### src/rtl/imem_pkg.sv
// Shared types and the default LEGv8 program image for the instruction memory.
package imem_pkg;

  localparam int unsigned DEFAULT_DEPTH = 64;
  localparam int unsigned PROG_LEN      = 47;
  localparam int unsigned PW            = $clog2(PROG_LEN);

  // Fetch FSM states
  typedef enum logic [1:0] {
    ST_IDLE = 2'd0,
    ST_WAIT = 2'd1,
    ST_RESP = 2'd2
  } state_t;

  // Default program, word-indexed (byte address = index * 4)
  localparam logic [31:0] DEFAULT_PROG [PROG_LEN] = '{
    32'hf8000001, 32'hf8008002, 32'hf8010003, 32'h8b050083, 32'hf8018004,
    32'hcb050083, 32'hf8020005, 32'h8a050083, 32'hf8028006, 32'haa050083,
    32'hf8030007, 32'hb4000040, 32'hf8038008, 32'h8b1f03e5, 32'h91000421,
    32'hf84003e9, 32'hf84083ea, 32'hf84103eb, 32'hf84183ec, 32'hf84203ed,
    32'hcb0a0129, 32'hb5000049, 32'h8b0b016c, 32'h8b0d01ac, 32'hf80203ec,
    32'hf80283ed, 32'hd1000421, 32'hb5ffff21, 32'h17fffff0, 32'h910003e0,
    32'h91000400, 32'hd37ff800, 32'hd341fc00, 32'h8b000000, 32'hcb000000,
    32'hf80303e0, 32'hf84303e1, 32'heb01001f, 32'h54000040, 32'hf80383e1,
    32'h14000002, 32'hf80383e0, 32'hd2800020, 32'hf80403e0, 32'haa1f03e0,
    32'h14000001, 32'hb400001f
  };

  // Program word at a word index; zero past the end of the program
  function automatic logic [31:0] prog_word(input int unsigned idx);
    if (idx < PROG_LEN) return DEFAULT_PROG[PW'(idx)];
    return 32'h0;
  endfunction

endpackage

### src/rtl/imem_array.sv
// Instruction word storage: synchronous read register plus optional load port.
// Build option: IMEM_LOAD_EN enables run-time writes; otherwise a fixed ROM.
module imem_array
  import imem_pkg::*;
#(
  parameter  int unsigned N     = 32,
  parameter  int unsigned DEPTH = DEFAULT_DEPTH,
  localparam int unsigned AW    = $clog2(DEPTH)
) (
  input  logic          i_clk,
  input  logic          i_rst,
  input  logic          i_rd_en,
  input  logic          i_rd_clr,
  input  logic [AW-1:0] i_rd_addr,
  output logic [N-1:0]  o_rd_data,
  input  logic          i_we,
  input  logic [AW-1:0] i_waddr,
  input  logic [N-1:0]  i_wdata
);

  logic [N-1:0] w_rword;
  logic [N-1:0] r_rdata;

`ifdef IMEM_LOAD_EN
  logic [N-1:0] w_words [DEPTH];

  for (genvar g = 0; g < DEPTH; g++) begin : g_word
    logic [N-1:0] r_word = N'(prog_word(g));

    // Load write; a write coinciding with reset is dropped, reset keeps contents
    always_ff @(posedge i_clk) begin
      if (i_we && !i_rst && (i_waddr == AW'(g))) r_word <= i_wdata;
    end

    assign w_words[g] = r_word;
  end

  assign w_rword = w_words[i_rd_addr];
`else
  logic w_unused_ld;
  assign w_unused_ld = ^{i_we, i_waddr, i_wdata};
  assign w_rword     = N'(prog_word(32'(i_rd_addr)));
`endif

  // Synchronous read; error fetches load zero without reading the array
  always_ff @(posedge i_clk or posedge i_rst) begin
    if (i_rst) begin
      r_rdata <= '0;
    end else if (i_rd_en) begin
      r_rdata <= i_rd_clr ? '0 : w_rword;
    end
  end

  assign o_rd_data = r_rdata;

endmodule

### src/rtl/imem_ws.sv
// Instruction memory with valid/ready fetch handshake and WAIT wait states.
// Build option: IMEM_LOAD_EN enables the ld_* load port.
module imem_ws
  import imem_pkg::*;
#(
  parameter  int unsigned N     = 32,
  parameter  int unsigned DEPTH = DEFAULT_DEPTH,
  parameter  int unsigned WAIT  = 0,
  localparam int unsigned AW    = $clog2(DEPTH)
) (
  input  logic          clk,
  input  logic          reset,
  input  logic          req_valid,
  output logic          req_ready,
  input  logic [63:0]   req_addr,
  output logic          rsp_valid,
  input  logic          rsp_ready,
  output logic [N-1:0]  rsp_data,
  output logic          rsp_err,
  input  logic          ld_en,
  input  logic [AW-1:0] ld_addr,
  input  logic [N-1:0]  ld_data
);

  localparam int unsigned CW = 4;

  state_t        r_state, w_state_nxt;
  logic [CW-1:0] r_cnt, w_cnt_nxt;
  logic [AW-1:0] r_idx, w_idx_nxt;
  logic          r_err, w_err_nxt;
  logic          r_rsp_valid;
  logic          r_rsp_err;
  logic          w_accept;
  logic          w_rd_en;
  logic          w_rd_clr;
  logic [AW-1:0] w_rd_idx;
  logic [AW-1:0] w_req_idx;
  logic          w_req_err;

  assign w_req_idx = req_addr[AW+1:2];
  assign w_req_err = (req_addr[1:0] != 2'b00) || (req_addr[63:2] >= 62'(DEPTH));

  // Next state, handshake and read-port control
  always_comb begin
    w_state_nxt = r_state;
    w_cnt_nxt   = r_cnt;
    w_idx_nxt   = r_idx;
    w_err_nxt   = r_err;
    w_rd_en     = 1'b0;
    w_rd_idx    = r_idx;
    w_rd_clr    = r_err;
    req_ready   = (r_state == ST_IDLE) || ((r_state == ST_RESP) && rsp_ready);
    w_accept    = req_valid && req_ready;

    case (r_state)
      ST_IDLE: ;
      ST_WAIT: begin
        w_cnt_nxt = r_cnt - CW'(1);
        if (r_cnt == CW'(1)) begin
          w_state_nxt = ST_RESP;
          w_rd_en     = 1'b1;
        end
      end
      ST_RESP: if (rsp_ready) w_state_nxt = ST_IDLE;
      default: w_state_nxt = ST_IDLE;
    endcase

    // A new accept overrides the RESP exit (back-to-back fetch)
    if (w_accept) begin
      w_idx_nxt = w_req_idx;
      w_err_nxt = w_req_err;
      w_cnt_nxt = CW'(WAIT);
      if (WAIT == 0) begin
        w_state_nxt = ST_RESP;
        w_rd_en     = 1'b1;
        w_rd_idx    = w_req_idx;
        w_rd_clr    = w_req_err;
      end else begin
        w_state_nxt = ST_WAIT;
      end
    end
  end

  // State, counter, captured request and response flags
  always_ff @(posedge clk or posedge reset) begin
    if (reset) begin
      r_state     <= ST_IDLE;
      r_cnt       <= '0;
      r_idx       <= '0;
      r_err       <= 1'b0;
      r_rsp_valid <= 1'b0;
      r_rsp_err   <= 1'b0;
    end else begin
      r_state     <= w_state_nxt;
      r_cnt       <= w_cnt_nxt;
      r_idx       <= w_idx_nxt;
      r_err       <= w_err_nxt;
      r_rsp_valid <= (w_state_nxt == ST_RESP);
      if (w_rd_en) r_rsp_err <= w_rd_clr;
    end
  end

  imem_array #(
    .N     (N),
    .DEPTH (DEPTH)
  ) u_array (
    .i_clk     (clk),
    .i_rst     (reset),
    .i_rd_en   (w_rd_en),
    .i_rd_clr  (w_rd_clr),
    .i_rd_addr (w_rd_idx),
    .o_rd_data (rsp_data),
    .i_we      (ld_en),
    .i_waddr   (ld_addr),
    .i_wdata   (ld_data)
  );

  assign rsp_valid = r_rsp_valid;
  assign rsp_err   = r_rsp_err;

endmodule

### config.mk
export PLATFORM = sky130hd
export DESIGN_NAME = imem_ws
export DESIGN_NICKNAME = d
export VERILOG_FILES = /design/src/rtl/imem_pkg.sv /design/src/rtl/imem_array.sv /design/src/rtl/imem_ws.sv
export SDC_FILE = /design/constraint.sdc
export NUM_CORES = 1
export LEC_CHECK = 0
export ABC_CLOCK_PERIOD_IN_PS = 6300
export CORE_MARGIN = 2
export CORE_UTILIZATION = 50
export CTS_CLUSTER_SIZE = 12
export DETAILED_ROUTE_END_ITERATION = 16
export GPL_ROUTABILITY_DRIVEN = 1
export GPL_TIMING_DRIVEN = 1
export PLACE_DENSITY = 0.85
export SLEW_MARGIN = 20
export SYNTH_ARGS = -nofsm -noshare
export SYNTH_HDL_FRONTEND = slang
export SYNTH_SLANG_ARGS = --single-unit
### constraint.sdc
create_clock -name clk -period 6.3 [get_ports clk]
set_clock_uncertainty 0.15 [all_clocks]
set_input_delay 1.26 -clock clk [delete_from_list [all_inputs] [get_ports clk]]
set_output_delay 1.26 -clock clk [all_outputs]
set_load 0.03 [all_outputs]
==> metrics.txt <==
status=completed; post-synth cell types=79; Max-slew headroom=roughly a fifth; Crit Path Class=in -> reg; Tmin final=around 4.7 ns; worst hold path type=reg -> reg; critical path capture point type=flop; Area Growth Syn to Fin=26.0%; clk slew on worst S/H paths=approximately 0.09 ns; #FFs+latches synth=44; clock sink total=44; count of hold-fix buffers inserted at cts=0; CP Data Required Time=about 6.4 ns; P_leak=about 0.002 uW; Tot Pwr=roughly 1000 uW; Post-Syn Area=between 4000 and 5000 um^2; Post-CTS Resized=0; Tcrit/Tclk final=between 70 and 80%; DRC viols=0; Max VDD drop=about 0.099 mV; Most used DFF post-synth=dfrtp_1; CP cell instances=clkdlybuf4s50_1, nor2b_1, buf_4, nand2_4, o21ai_0, buf_4, inv_1, ha_1, inv_1, a21oi_1, a2111oi_0, o32ai_1, a22o_1; P per Cell Area=between 150 and 200 nW/um^2; Die Height=about 94 um; synthesized instance count=490; Via density=7.02; share of the yosys chip area belonging to registers=between 20% and 30%; Clk pwr share=24.3%; sequential share of power=just over 30%; FP Rows=32; routability cong.=around 1.1; antenna violations before repair=0; Max Root-Sink Buffers=2; Worst Tran Pin Value=~1.2 ns; DRT antenna net count=0; Post-synth EDFFs=0; sw frac=42.2%; synth cell count leaders=44 x dfrtp_1, 44 x nand2_1, 28 x a21oi_1, 28 x nor2_1, 27 x o21ai_0; ys async rst share=100%; RSZ-0062 raised after global routing=no; gr ovfl total=0; drt initial violations=approximately 790; FMAX=211 MHz; Core Util, Final=between 60 and 70%; slowest stage cell, crit path=a2111oi_0; Inst Count DP=between 600 and 700; Max Fanout on Critical Path=27; max cap viols=0; total CTS buffers=5; vias in the first global route=roughly 4400; Syn. warnings=0; Final Slew Violations=0; H-Tree Depth=2; final layout net count=675; diode count=0; CP Buf/Inv Count=5; Final HPWL DP=about 11 mm; Routed WL per cell=about 23 um; Finish-stage setup viols=0; layout cells sized above 1=under 10%; CP max stage delay=roughly 0.77 ns; CTS tree=built; drt total wl=roughly 15 mm; Final Hold Fails=0; Non-Filler Instances=661; Synthesized Nets=607; Avg Inst Size Synth=8.24 um^2; setup TNS=0 ns; Critical Path AT=around 4.8 ns; CP top delay family=compound AO/OA/AOI/OAI gates; GR Util All Layers=34.5%; Initial Util=between 50% and 60%; hold slack=around 0.33 ns; switching power=~420 uW; IO Pins=around 140; Synth top area share=a little over a quarter; Buffers on Ports=a little over 100; die width=~94 um; vias=about 4600; area leader, netlist=dfrtp_1; Root Buffer=clkbuf_8; drt first pass iters=8; largest net degree at the start of global routing=45; # Post-CTS Setup Buffers=0; DIE AREA=slightly below 9000 um^2; Power Internal=571 uW; global-route wire length before repair=~24 mm; clock latency on the worst-skew pair=between 0.3 and 0.4 ns; area of the core=roughly 8000 um^2; combinational group share of total power=between 40 and 50%; Setup crit start kind=primary input; synth top area cells=dfrtp_1 27%, nand2_1 4.1%, a21oi_1 3.5%
metal layers:
layer / vias to the layer above / routed length (um) / GRT usage [%] / part of all wire, %
li1: 2017 / - / - / -
met1: 2132 / 5390 / 43.8 / 36
met2: 405 / 6790 / 56.7 / 46
met3: 89 / 1850 / 6.34 / 12
met4: 0 / 885 / 16.2 / 5.9
met5: - / 0 / 0 / 0
layout make-up:
cell class / count / area (um^2)
clock inverters: 2 / 38.8
multi-input cells: 378 / 2590
repair buffers: 108 / 1070
fillers: 682 / 2680
flip-flops and latches: 44 / 1100
well taps: 102 / 128
inverters: 21 / 78.8
clock buffers: 6 / 82.6
registers in the layout (all words and copies together) (netlist names):
register,count
r_cnt,4
r_err,1
r_idx,6
r_state,2
rsp_err,1
rsp_valid,1
u_array.o_rd_data,29
worst reg2reg max path, stage by stage (launching register included):
cell and delay (ns):
dfrtp_1 0.44, nor2b_1 0.13, buf_4 0.25, nand2_4 0.24, o21ai_0 0.27, buf_4 0.20
inv_1 0.10, ha_1 0.35, inv_1 0.19, a21oi_1 0.09, a2111oi_0 0.77, o32ai_1 0.24
a22o_1 0.25
through the flow:
stage / area, um^2 / worst slack (ns)
finish: 5090 / 1.55
global route: 5090 / 1.43
CTS: 5090 / 1.76
detailed placement: 4970 / 1.44
global placement: 4970 / 1.55
floorplan: 4040 / 2.27
logic make-up after synthesis:
| kind of cell | after synthesis | share of synthesized area (%) |
|---|---|---|
| and+or+nand+nor | 167 | 22.3 |
| xor gates and xnor gates | 3 | 0.651 |
| DFF | 44 | 27.3 |
| buffers and inverters | 68 | 8.77 |
| adders and majority gates | 10 | 3.10 |
| AOI/OAI and AO/OA | 185 | 34.2 |
| muxes | 13 | 3.69 |
worst paths after layout:
path                                                   start                                 to  slack, ns  depth (start not counted)
max in group asynchronous                              reset                 r_idx[3]$_DFF_PP0_       4.37                          3
min in group asynchronous                              reset   u_array.o_rd_data[3]$_DFFE_PP0P_       1.24                          3
max                                                req_valid  u_array.o_rd_data[28]$_DFFE_PP0P_       1.55                         13
min reg2reg                u_array.o_rd_data[31]$_DFFE_PP0P_  u_array.o_rd_data[31]$_DFFE_PP0P_       0.33                          2
min                        u_array.o_rd_data[31]$_DFFE_PP0P_  u_array.o_rd_data[31]$_DFFE_PP0P_       0.33                          2
max reg2reg                             r_state[0]$_DFF_PP0_  u_array.o_rd_data[28]$_DFFE_PP0P_       2.53                         12
cells in the final DEF (no fill, tap or decap), types with 8 or more instances in the layout:
| cell type | instances |
|---|---|
| nor2_1 | 28 |
| a21o_1 | 8 |
| nand3_1 | 17 |
| nand2_1 | 44 |
| a21oi_1 | 27 |
| clkdlybuf4s50_1 | 102 |
| dfrtp_1 | 44 |
| a31oi_1 | 11 |
| a32o_1 | 8 |
| nor4_1 | 19 |
| nor2b_1 | 8 |
| ha_1 | 10 |
| o21ai_0 | 27 |
| o211ai_1 | 8 |
| o31ai_1 | 12 |
| inv_1 | 16 |
| a211oi_1 | 14 |
power groups by stage:
stage                     sequential, uW  clock [uW]  combinational (uW)
after detailed placement             312           0                 418
after global routing                 309         251                 464
final                                308         240                 441
after CTS                            307         241                 420
after global placement               312           0                 413
after floorplan                      300           0                 292
(Power assumes the default switching activity.)
==> RTL edit 1: new RTL, same flow settings <==
Change the package constant `DEFAULT_DEPTH` from 64 to 128.
--- a/src/rtl/imem_pkg.sv
+++ b/src/rtl/imem_pkg.sv
@@ -2,5 +2,5 @@
 package imem_pkg;
 
-  localparam int unsigned DEFAULT_DEPTH = 64;
+  localparam int unsigned DEFAULT_DEPTH = 128;
   localparam int unsigned PROG_LEN      = 47;
   localparam int unsigned PW            = $clog2(PROG_LEN);
Interface: changed (resized ld_addr); port bits go from 142 to 143. No check against the original RTL was run, so the function may have changed too.
==> RTL edit 1 against the original RTL <==
- sequential cell count grew 1
- design area increased by 4.5%
- first-iteration DRC count fell by 24%
- setup slack got worse by 520 ps
- count of clock-buffer cells in the layout fell by 1
- routed wire length rose by 17%
- sequential power rose by 6%
- register-to-register slack worse by 470 ps
- power down 0.91%
- largest power group unchanged
- synthesized area rose by 5.5%
==> RTL edit 1: results (changes against the original RTL) <==
Total track usage: 37.86% (was 34.54%)
Drt pass-1 iters: 5 (was 8)
# nets final: 731 (was 675)
Distinct cell type count of the synthesized netlist: 82 (was 79)
Data buffer area share: 20.63% (was 20.95%)
Mapped cell area: 0.004260 mm^2 (was 0.004036 mm^2)
Num sequential: 45 (was 44)
Dpl ws: 958.7 ps (was 1441 ps)
Internal power: 0.0005334 W (was 0.0005713 W)
WL met2: 7737 um (was 6790 um)
Vias in the first global route: 4537 (was 4444)
Final hold slack: 333.7 ps (was 331.1 ps)
R2R Path End: u_array.o_rd_data[3] (was u_array.o_rd_data[28])
ClkCell Share: 1.389% (was 2.386%)
Synth cell count leaders: nand2_1 (58), dfrtp_1 (45), o21ai_0 (42), nand3_1 (27), a21oi_1 (24) (was dfrtp_1 (44), nand2_1 (44), a21oi_1 (28), nor2_1 (28), o21ai_0 (27))
Seq/total area: 21.19% (was 21.64%)
Worst Hold Path EP: u_array.o_rd_data[9] (was u_array.o_rd_data[31])
Clock group: 0.000180 W (was 0.000240 W)
Seq/Total Area, Yosys: 26.43% (was 27.28%)
Placer Congestion: 1.001 (was 1.060)
Layout cell share with drive strength beyond 1: 7.843% (was 8.408%)
Synth top area cells: dfrtp_1 (26%), nand2_1 (5.1%), o21ai_0 (4.9%) (was dfrtp_1 (27%), nand2_1 (4.1%), a21oi_1 (3.5%))
Post-DP Area: 0.005239 mm^2 (was 0.004966 mm^2)
Drt via density: 7.038 (was 7.024)
Largest net degree at the start of global routing: 46 (was 45)
Outcome: complete, no violations (unchanged)
Dpl cells: 711 (was 653)
Metal-1 WL: 7109 um (was 5389 um)
RTL edit 1: changes by cell type after synthesis, moves of 8 or more:
cell / unedited run / this run
o21ai_0: 27 / 42
nand3_1: 17 / 27
nand2b_1: 5 / 17
clkbuf_1: 15 / 23
nand2_1: 44 / 58
a211oi_1: 14 / 6
nor3_1: 6 / 17
RTL edit 1: critical path, stage by stage:
cell and delay [ps]:
clkdlybuf4s50_1 460, and2b_1 370, nor2_2 640, a21o_1 350, ha_1 560, inv_1 200
or3_1 380, a31oi_1 590, a22oi_1 230, o31ai_1 280
RTL edit 1: cell families after synthesis:
logic type	count (synthesis)	share of synthesized area [%]
buf+inv	74	7.871
mux	11	2.702
simple gates	206	25.14
fa+ha+maj	10	2.937
compound gates	195	33.69
flops	45	26.43
xor+xnor	6	1.233
RTL edit 1: layer usage:
layer  vias to the layer above  global-route usage [%]
met5                         -                       0
met4                         0                   14.55
met3                        57                   6.656
met2                       408                   55.79
met1                      2381                   54.70
li1                       2200                       -
==> RTL edit 2: new RTL, config.mk and constraints unchanged <==
Made on the original files. Encoding of `state_t`: now one-hot (3 bits for 3 states).
--- a/src/rtl/imem_pkg.sv
+++ b/src/rtl/imem_pkg.sv
@@ -7,8 +7,8 @@
 
   // Fetch FSM states
-  typedef enum logic [1:0] {
-    ST_IDLE = 2'd0,
-    ST_WAIT = 2'd1,
-    ST_RESP = 2'd2
+  typedef enum logic [2:0] {
+    ST_IDLE = 3'b001,
+    ST_WAIT = 3'b010,
+    ST_RESP = 3'b100
   } state_t;
 
Check against the original RTL: no difference found for any inputs over 4 cycles, from zero or initial values and one cycle with reset high; so few cycles prove little.
==> RTL edit 2 against the original RTL <==
- routed wire length fell by 22%
- sequential cell count rose by 1
- synthesized area fell by 15%
- design area fell by 12%
- setup slack got worse by 300 ps
- critical path depth fell by 3
Power is not compared: it rests on default switching activity, and its combinational part moved more than twofold at a synthesized area within 25%.
==> RTL edit 2: results (changes against the original RTL) <==
Outcome: complete, no violations (unchanged)
Dpl cells: 573 (was 653)
Critical path's largest stage delay: 710 ps (was 770 ps)
Post-DP HPWL: 8006 um (was 10760 um)
Compound-Gate Fraction of Synth Area: 29.15% (was 34.19%)
Met2 Use GR: 49.02% (was 56.73%)
DR WL/cell: 19.94 um (was 22.56 um)
Synthesized area per cell: 8.124 um^2 (was 8.237 um^2)
# nets final: 617 (was 675)
Largest net degree at the start of global routing: 46 (was 45)
Total track usage: 31.13% (was 34.54%)
Reg2Reg Depth: 9 (was 12)
Crit path max-delay family: multiplexers (was compound AO/OA/AOI/OAI gates)
M1 GR Usage: 45.38% (was 43.80%)
Distinct cell type count of the synthesized netlist: 62 (was 79)
R2r setup slk: 2170 ps (was 2530 ps)
Via Count: 3809 (was 4643)
Slew headroom: 41.79% (was 20.90%)
Syn Nets: 537 (was 607)
Arr. time, crit path: 5080 ps (was 4800 ps)
Met3 WL: 1279 um (was 1847 um)
Slowest-stage cell, CP: mux2i_1 (was a2111oi_0)
Drt pass-1 iters: 6 (was 8)
Placer Congestion: 0.9835 (was 1.060)
FILL cells: 569 (was 682)
CP Launch Point: rsp_ready (was req_valid)
Vias in the first global route: 3549 (was 4444)
Synth top area cells: dfrtp_1 (32%), o21ai_0 (5.7%), nand2_1 (5.6%) (was dfrtp_1 (27%), nand2_1 (4.1%), a21oi_1 (3.5%))
Multiplexer area fraction after synthesis: 5.684% (was 3.689%)
Layout cell share with drive strength beyond 1: 7.585% (was 8.408%)
[RTL edit 2: area by class of cell]
cell class / instances / area, um^2 / share of cell area, %
Tap cell: 80 / 100.1 / 2.225
Sequential cell: 45 / 1127 / 25.06
Timing Repair Buffer: 110 / 1081 / 24.03
Multi-Input combinational cell: 326 / 2049 / 45.56
Clock buffer: 5 / 68.82 / 1.530
Inverter: 12 / 50.05 / 1.113
Clock inverter: 3 / 21.27 / 0.4729
[RTL edit 2: per-stage QoR]
stage	utilization [%]	power, W	worst slack (ps)	area [um^2]
after floorplan	-	0.001360	2363	3412
after detailed placement	65.97	0.001698	1019	4408
after global placement	65.97	0.001683	1016	4408
after CTS	67.32	0.001888	1314	4498
final	67.32	0.001958	1252	4498
after global routing	67.32	0.002059	1116	4498
[RTL edit 2: worst min path at each step]
stage | start | to | slack, ps
floorplan | r_cnt[3] | r_state[1] | 350
global placement | u_array.o_rd_data[21] | u_array.o_rd_data[21] | 320
detailed placement | u_array.o_rd_data[9] | u_array.o_rd_data[9] | 320
CTS | u_array.o_rd_data[9] | u_array.o_rd_data[9] | 340
global route | u_array.o_rd_data[21] | u_array.o_rd_data[21] | 360
finish | u_array.o_rd_data[9] | u_array.o_rd_data[9] | 330
[RTL edit 2: power groups by stage]
stage / sequential, W / combinational [W] / clock, W
global route: 0.000351 / 0.00151 / 0.000203
CTS: 0.000346 / 0.00135 / 0.000190
floorplan: 0.000351 / 0.00101 / 0
detailed placement: 0.000352 / 0.00135 / 0
finish: 0.000346 / 0.00142 / 0.000191
global placement: 0.000349 / 0.00133 / 0
[RTL edit 2: tightest hold or removal path, stage by stage (launching register included)]
cell     delay (ps)
dfrtp_1         350
nand2_1          40
o21ai_0          60
